[config.mk]
export PLATFORM = sky130hd
export DESIGN_NAME = cordic_pipe_arbiter
export DESIGN_NICKNAME = d
export VERILOG_FILES = /design/src/rtl/cordic_pipe_arbiter.sv
export SDC_FILE = /design/constraint.sdc
export NUM_CORES = 1
export LEC_CHECK = 0
export CORE_ASPECT_RATIO = 1.2
export CORE_MARGIN = 2
export CORE_UTILIZATION = 40
export CTS_CLUSTER_SIZE = 16
export DETAILED_ROUTE_END_ITERATION = 7
export GPL_ROUTABILITY_DRIVEN = 0
export PLACE_DENSITY = 0.77
export SYNTH_ARGS = -nofsm -noshare
export SYNTH_HDL_FRONTEND = slang
export SYNTH_SLANG_ARGS = --single-unit
[constraint.sdc]
create_clock -name clk -period 3.4 [get_ports clk]
set_clock_uncertainty 0.05 [all_clocks]
set_input_delay 0.51 -clock clk [delete_from_list [all_inputs] [get_ports clk]]
set_output_delay 0.51 -clock clk [all_outputs]
set_load 0.005 [all_outputs]
[src/rtl/cordic_pipe_arbiter.sv]
// Two-source round-robin issue scheduler for the shared CORDIC rotation pipeline.
// Tags each issued item with its requester ID through a fixed-latency shadow register and bounds in-flight items with credits.
module cordic_pipe_arbiter #(
   parameter  int PAYLOAD_W    = 57,
   parameter  int LATENCY      = 12,
   parameter  int MAX_INFLIGHT = 8,
   localparam int CW           = $clog2(MAX_INFLIGHT + 1)
) (
   input  logic                 clk,
   input  logic                 reset,
   input  logic                 enable,
   input  logic                 req0_valid,
   input  logic [PAYLOAD_W-1:0] req0_data,
   output logic                 req0_ready,
   input  logic                 req1_valid,
   input  logic [PAYLOAD_W-1:0] req1_data,
   output logic                 req1_ready,
   output logic                 pipe_valid,
   output logic [PAYLOAD_W-1:0] pipe_data,
   input  logic                 ret_valid,
   output logic                 ret_id,
   output logic                 ret_id_valid,
   input  logic                 credit_return,
   output logic [CW-1:0]        inflight,
   output logic                 idle,
   output logic                 err
);

   logic                 last_q, last_d;
   logic                 pipe_valid_q, pipe_valid_d;
   logic                 pipe_id_q, pipe_id_d;
   logic [PAYLOAD_W-1:0] pipe_data_q, pipe_data_d;
   logic [CW-1:0]        inflight_q, inflight_d;
   logic                 err_q, err_d;
   logic [LATENCY-1:0]   tag_valid_q, tag_valid_d;
   logic [LATENCY-1:0]   tag_id_q, tag_id_d;

   logic can_issue;
   logic grant_id;
   logic xfer;
   logic underflow;

   // Full check uses the registered count, so a same-cycle credit_return cannot reopen the grant.
   assign can_issue = enable & ~reset & (inflight_q < CW'(MAX_INFLIGHT));

   always_comb begin
      grant_id = ~last_q;
      if (req0_valid & ~req1_valid) begin
         grant_id = 1'b0;
      end else if (req1_valid & ~req0_valid) begin
         grant_id = 1'b1;
      end
   end

   assign req0_ready = can_issue & ~grant_id;
   assign req1_ready = can_issue & grant_id;
   assign xfer       = (req0_valid & req0_ready) | (req1_valid & req1_ready);

   always_comb begin
      last_d       = last_q;
      pipe_valid_d = xfer;
      pipe_id_d    = pipe_id_q;
      pipe_data_d  = pipe_data_q;
      if (xfer) begin
         last_d      = grant_id;
         pipe_id_d   = grant_id;
         pipe_data_d = grant_id ? req1_data : req0_data;
      end
   end

   always_comb begin
      inflight_d = inflight_q;
      underflow  = 1'b0;
      if (xfer & ~credit_return) begin
         inflight_d = inflight_q + CW'(1);
      end else if (~xfer & credit_return) begin
         if (inflight_q == '0) begin
            underflow = 1'b1;
         end else begin
            inflight_d = inflight_q - CW'(1);
         end
      end
   end

   always_comb begin
      err_d = err_q | underflow | (ret_valid != tag_valid_q[LATENCY-1]);
   end

   // Shadow tag line: stage 0 takes the pipe input register, the last stage lines up with the pipeline output.
   genvar gi;
   generate
      for (gi = 0; gi < LATENCY; gi++) begin : g_shadow
         if (gi == 0) begin : g_head
            assign tag_valid_d[gi] = pipe_valid_q;
            assign tag_id_d[gi]    = pipe_id_q;
         end else begin : g_body
            assign tag_valid_d[gi] = tag_valid_q[gi-1];
            assign tag_id_d[gi]    = tag_id_q[gi-1];
         end
      end
   endgenerate

   always_ff @(posedge clk or posedge reset) begin
      if (reset) begin
         last_q       <= 1'b1;
         pipe_valid_q <= 1'b0;
         pipe_id_q    <= 1'b0;
         pipe_data_q  <= '0;
         inflight_q   <= '0;
         err_q        <= 1'b0;
         tag_valid_q  <= '0;
         tag_id_q     <= '0;
      end else begin
         last_q       <= last_d;
         pipe_valid_q <= pipe_valid_d;
         pipe_id_q    <= pipe_id_d;
         pipe_data_q  <= pipe_data_d;
         inflight_q   <= inflight_d;
         err_q        <= err_d;
         tag_valid_q  <= tag_valid_d;
         tag_id_q     <= tag_id_d;
      end
   end

   assign pipe_valid   = pipe_valid_q;
   assign pipe_data    = pipe_data_q;
   assign ret_id_valid = tag_valid_q[LATENCY-1];
   assign ret_id       = tag_id_q[LATENCY-1];
   assign inflight     = inflight_q;
   assign err          = err_q;
   assign idle         = (inflight_q == '0) & ~(|tag_valid_q);

endmodule

==> results of run 1 <==
## area by class of cell
cell class	instances	area (um2)	share of cell area (%)
clock inverters	6	52.6	0.893
multi-input cells	208	1370	23.3
flip-flops and latches	89	2230	37.9
well taps	120	150	2.55
inverters	4	16.3	0.276
clock buffers	10	128	2.17
repair buffers	192	1940	32.9
## critical path: cells and delay by family, from the launching register on
family | cells | cell delay, ps
AND/OR/NAND/NOR | 2 | 720
buffers and inverters | 1 | 510
flip-flops | 1 | 470
## state kept, by name (all words and copies together), names as in the netlist
register	count
last_q	1
inflight	4
tag_valid_q	12
pipe_id_q	1
tag_id_q	12
pipe_valid	1
pipe_data	57
err	1
## placed cells by master, fill, tap and decap left out
cell	n
a311o_1	1
clkinvlp_4	2
nand3_1	1
buf_4	2
clkbuf_1	1
clkdlybuf4s50_1	188
nor2_1	59
clkbuf_8	9
inv_8	1
o21ai_4	1
nor3b_4	1
nor4_1	3
inv_1	3
a21oi_1	61
dfrtp_1	88
buf_12	2
clkinv_4	2
and2_1	1
fa_1	1
a31oi_1	2
and4_1	1
a211oi_1	1
o21a_4	1
nand2_1	5
nor4_2	1
xor2_1	2
nor2b_1	1
ha_1	4
inv_6	1
xnor2_1	2
nor3_1	1
dfstp_2	1
mux2i_1	57
a32o_1	1
clkinv_2	1
## metal layers
metal | routed length [um] | track usage, %
met5 | 0 | 0
met4 | 107 | 7.04
met3 | 805 | 5.44
met2 | 4560 | 30.9
met1 | 3580 | 21.4
## stage by stage
step / area (um2) / setup slack (ps) / hold slack (ps) / util (%)
after floorplan: 3760 / 535 / 281 / -
after global placement: 5710 / 626 / 283 / 62.8
after detailed placement: 5710 / 475 / 285 / 62.8
after CTS: 5890 / 761 / 304 / 64.8
after global routing: 5890 / 675 / 321 / 64.8
final: 5890 / 796 / 304 / 64.8
## how the worst min path moves through the flow
stage / from / to / depth (start not counted)
2_1_floorplan: tag_id_q[9] / tag_id_q[10] / 0
3_3_place_gp: tag_id_q[10] / tag_id_q[11] / 0
3_5_place_dp: tag_id_q[10] / tag_id_q[11] / 0
4_1_cts: tag_id_q[1] / tag_id_q[2] / 0
5_1_grt: tag_id_q[1] / tag_id_q[2] / 0
6_report: tag_id_q[10] / tag_id_q[11] / 0
## where the power goes
| part | leakage [nW] | switching (mW) | internal, mW |
|---|---|---|---|
| clock network | 0.0850 | 0.375 | 0.276 |
| logic | 1.43 | 0.697 | 1.11 |
| registers | 1.03 | 0.258 | 1.52 |
## kinds of logic (layout without fill, tap and decap cells)
kind of cell,Yosys count,after routing,synth area share [%]
AO/OA/AOI/OAI,68,68,9.82
XOR/XNOR,4,4,0.932
adder cells (fa/ha/maj),5,5,1.86
buffers and inverters,23,212,4.36
flip-flops,89,89,59.3
multiplexers,57,57,15.2
AND/OR/NAND/NOR,74,74,8.56
==> flow_summary.json, run 1 <==
{
  "status": "completed",
  "grt_antenna_before_repair": 0,
  "fp-row-count": 38,
  "synth_cell_types": 28,
  "max_freq_ghz": 0.384,
  "crit_required_ps": 2840,
  "crit_path_end_kind": "primary output",
  "initial_core_util_pct": 41.4,
  "drtAntennaViolNets": 0,
  "finalSetupTns_ps": 0,
  "slew_headroom_pct": 56.0,
  "root_buffer": "clkbuf_8",
  "r2r_slack_ps": 1030,
  "post_cts_buffers": 0,
  "yosysMostFrequentCell": "dfrtp_1",
  "synth.area.top_cells": "dfrtp_1 59%, mux2i_1 15%, a21oi_1 8.1%, nor2_1 5.9%, buf_4 2.8%",
  "syn_to_final_growth_pct": 56.6,
  "max-cap-violations": 0,
  "ctsResizeCount": 0,
  "worst_pin_slew_ps": 659,
  "ctsLongestPathBuffers": 2,
  "dieWidth_um": 92.5,
  "clk_latency_ps": 350,
  "hold_class": "reg -> reg",
  "drt-pass1-iter-count": 4,
  "cp.arrival_ps": 2040,
  "yosys.area.top_type_share_pct": 58.6,
  "rsz0062_at_grt": "no",
  "synthTopCellsByCount": "88 x dfrtp_1, 61 x a21oi_1, 59 x nor2_1",
  "grt_pass1_wl_um": 14400,
  "tritoncts": "yes",
  "grt_max_degree": 67,
  "io-pin-count": 189,
  "dieHeight_um": 110,
  "vdd_drop_max_uv": 400,
  "synthFlopType": "dfrtp_1",
  "syn_area_per_cell_um2": 11.7,
  "routed_wl_um": 9050,
  "r2r_start": "inflight[3]",
  "yosysSeqAreaShare_pct": 59.3,
  "ys_seq_elements": 89,
  "crit_start": "inflight[0]",
  "post_drt_wl_per_cell_um": 14.4,
  "power.leakage_nw": 2.54,
  "place_inst": 613,
  "worstRegToRegCells": 9,
  "max_stage_delay_ps": 510,
  "cp_cell_sequence": "nor4_2, and4_1, clkdlybuf4s50_1",
  "cts_htree_levels": 3,
  "avgViaCountPerCell": 4.78,
  "grt_pass1_vias": 3016,
  "route.detailed.drc": 0,
  "grt-ovfl-total": 0,
  "postSynthNetCount": 446,
  "maxSlewViolCount": 0,
  "cts_buffers": 9,
  "finalHoldViolations": 0,
  "synth_top_cell_by_area": "dfrtp_1",
  "critical_path_class": "reg -> out",
  "crit_path_start_kind": "register",
  "num-nets-final": 630,
  "fillCellCount": 738,
  "crit_end": "idle",
  "cp_slowest_cell": "clkdlybuf4s50_1",
  "p_total_mw": 4.23,
  "vias": 3009,
  "final-setup-viol-count": 0,
  "syn_area_um2": 3760,
  "crit_fanout": 5,
  "p_per_area_nw_per_um2": 719,
  "rr_endpoint": "inflight[3]",
  "grt_util_all_layers_pct": 18.0,
  "instances_no_fill": 629,
  "diodes": 0,
  "coreArea_um2": 9080,
  "fin_crit_sh_pct": 76.6,
  "min_period_ps": 2600,
  "clk_pin_slew_worst_paths_ps": 90,
  "postCtsHoldBufs": 0,
  "drive_above_1_share_pct": 4.91,
  "synth_edf_count": 0,
  "numPortBuffers": 188,
  "async_flop_share_pct": 100,
  "drt_iter0_drc": 154,
  "syn-instance-count": 320,
  "cts.sinks": 89,
  "dp_hpwl_um": 6870,
  "yosys_warnings": 0,
  "die_area_um2": 10200
}
Power figures use the tool's default switching activity.
==> inputs of run 2 (changes only) <==
CORE_UTILIZATION = 36   (was 40)
PLACE_DENSITY = 0.73   (was 0.77)
clock period = 2.2 ns   (was 3.4 ns; I/O delays follow)
==> flow_summary.json, run 2 (synthesis results as in run 1) <==
{
  "status": "completed",
  "syn_to_final_growth_pct": 65.8,
  "max_freq_ghz": 0.461,
  "fin_ws_ps": 28.7,
  "min_period_ps": 2170,
  "ctsLongestPathBuffers": 2,
  "numPortBuffers": 188,
  "finalSetupTns_ps": 0,
  "max-cap-violations": 0,
  "cp_cell_sequence": "clkdlybuf4s50_1, nor2_1, o21ai_4, and2_1, clkdlybuf4s50_1",
  "critical_path_class": "in -> out",
  "p_int_mw": 5.04,
  "postCtsHoldBufs": 0,
  "finish.instance_area_um2": 6230,
  "clk_latency_ps": 330,
  "netSwitchingFraction_pct": 29.6,
  "multi_input_area_um2": 1430,
  "crit_path_end_kind": "primary output",
  "num-nets-final": 647,
  "placed_area_um2": 5900,
  "dieWidth_um": 97.3,
  "place_inst": 632,
  "final-setup-viol-count": 0,
  "coreArea_um2": 10100,
  "instances_no_fill": 652,
  "cp_slowest_cell": "clkdlybuf4s50_1",
  "largest_register_ffs": 57,
  "routed_wl_um": 9340,
  "dp_slack_ps": -199,
  "route.detailed.drc": 0,
  "crit_start": "req0_valid",
  "grt_pass1_vias": 3172,
  "r2r_start": "inflight[3]",
  "cp.arrival_ps": 1790,
  "hold_start": "tag_id_q[10]",
  "worst_pin_slew_ps": 443,
  "grt_antenna_before_repair": 0,
  "layout_commonest_cell": "clkdlybuf4s50_1",
  "final_util_pct": 61.6,
  "post_drt_wl_per_cell_um": 14.3,
  "drt-pass1-iter-count": 4,
  "hold_class": "reg -> reg",
  "maxSlewViolCount": 0,
  "grt_pass1_wl_um": 15300,
  "vias": 3054,
  "dieHeight_um": 116,
  "fin_crit_sh_pct": 98.7,
  "combPwrFrac_pct": 42.1,
  "p_total_mw": 7.16,
  "cts_buffers": 9,
  "p_sw_mw": 2.12,
  "drive_above_1_share_pct": 9.89,
  "crit_buf_inv": 2,
  "die_area_um2": 11300,
  "io-pin-count": 189,
  "root_buffer": "clkbuf_16",
  "p_clk_share_pct": 19.6,
  "crit_path_start_kind": "input pin",
  "crit_required_ps": 1820,
  "cts_htree_levels": 3,
  "fillCellCount": 849,
  "holdWs_ps": 297,
  "grt_max_degree": 67,
  "dp_hpwl_um": 7310,
  "max_stage_delay_ps": 570,
  "path_common_cell": "clkdlybuf4s50_1",
  "rsz0062_at_grt": "yes",
  "drtAntennaViolNets": 0,
  "initial_core_util_pct": 37.2,
  "grt_util_all_layers_pct": 16.9,
  "diodes": 0,
  "seq_area_um2": 2230,
  "seqPwrFrac_pct": 38.3,
  "slew_headroom_pct": 70.5,
  "cpLargestDelayFamily": "buffers and inverters",
  "tritoncts": "yes",
  "fp-row-count": 40,
  "finalHoldViolations": 0,
  "power.leakage_nw": 2.71,
  "cts.sinks": 89,
  "vdd_drop_max_uv": 537,
  "grt-ovfl-total": 0,
  "avgViaCountPerCell": 4.68,
  "layout_common_cells": "185 x clkdlybuf4s50_1, 86 x dfrtp_1, 60 x a21oi_1",
  "clk_pin_slew_worst_paths_ps": 60,
  "crit_fanout": 5,
  "drt_iter0_drc": 61,
  "p_per_area_nw_per_um2": 1150
}
-- run 2: final cells by class --
type / instances / area share [%]
Sequential cell: 89 / 35.8
Timing Repair Buffer: 209 / 33.8
Multi-Input combinational cell: 208 / 23.0
Clock buffer: 11 / 4.06
Tap cell: 126 / 2.53
Clock inverter: 5 / 0.482
Inverter: 4 / 0.341
-- run 2: repair_timing --
| item | CTS | global route |
|---|---|---|
| setup buffers | 3 | 1 |
| hold endpoints to repair | 0 | 0 |
| pin swaps | 1 | 4 |
| setup endpoints to repair | 3 | 4 |
| cloned | 0 | 0 |
| resized for setup | 5 | 2 |
-- run 2: final timing paths --
check / endpoint / slack [ps] / depth (start not counted)
max: req0_ready / 30 / 5
min in group asynchronous: pipe_data[54] / 340 / 4
max in group asynchronous: last_q / 1460 / 4
min: tag_id_q[11] / 300 / 0
max reg2reg: inflight[3] / 100 / 10
min reg2reg: tag_id_q[11] / 300 / 0
-- run 2: worst register-to-register path: stages, from the launching register on --
cell and delay [ps]:
dfrtp_2 450, nor3b_4 250, buf_4 150, o21a_4 130
ha_4 140, inv_4 50, ha_4 280, a21oi_2 60
a211oi_2 210, a31oi_1 70, xnor2_1 130
-- run 2: power groups by stage --
stage	clock network (mW)	registers, mW	logic [mW]
floorplan	0	2.80	1.21
global placement	0	2.74	2.94
detailed placement	0	2.77	3.01
CTS	1.45	2.76	3.04
global route	1.53	2.84	3.32
finish	1.40	2.74	3.02
-- run 2: per-layer routing --
layer	part of all wire [%]	vias up	wire length, um	track usage (%)
li1	-	1516	-	-
met1	39	1403	3620	19.2
met4	1.3	0	123	5.93
met2	52	124	4880	30.4
met5	0	-	0	0
met3	7.7	11	716	5.49
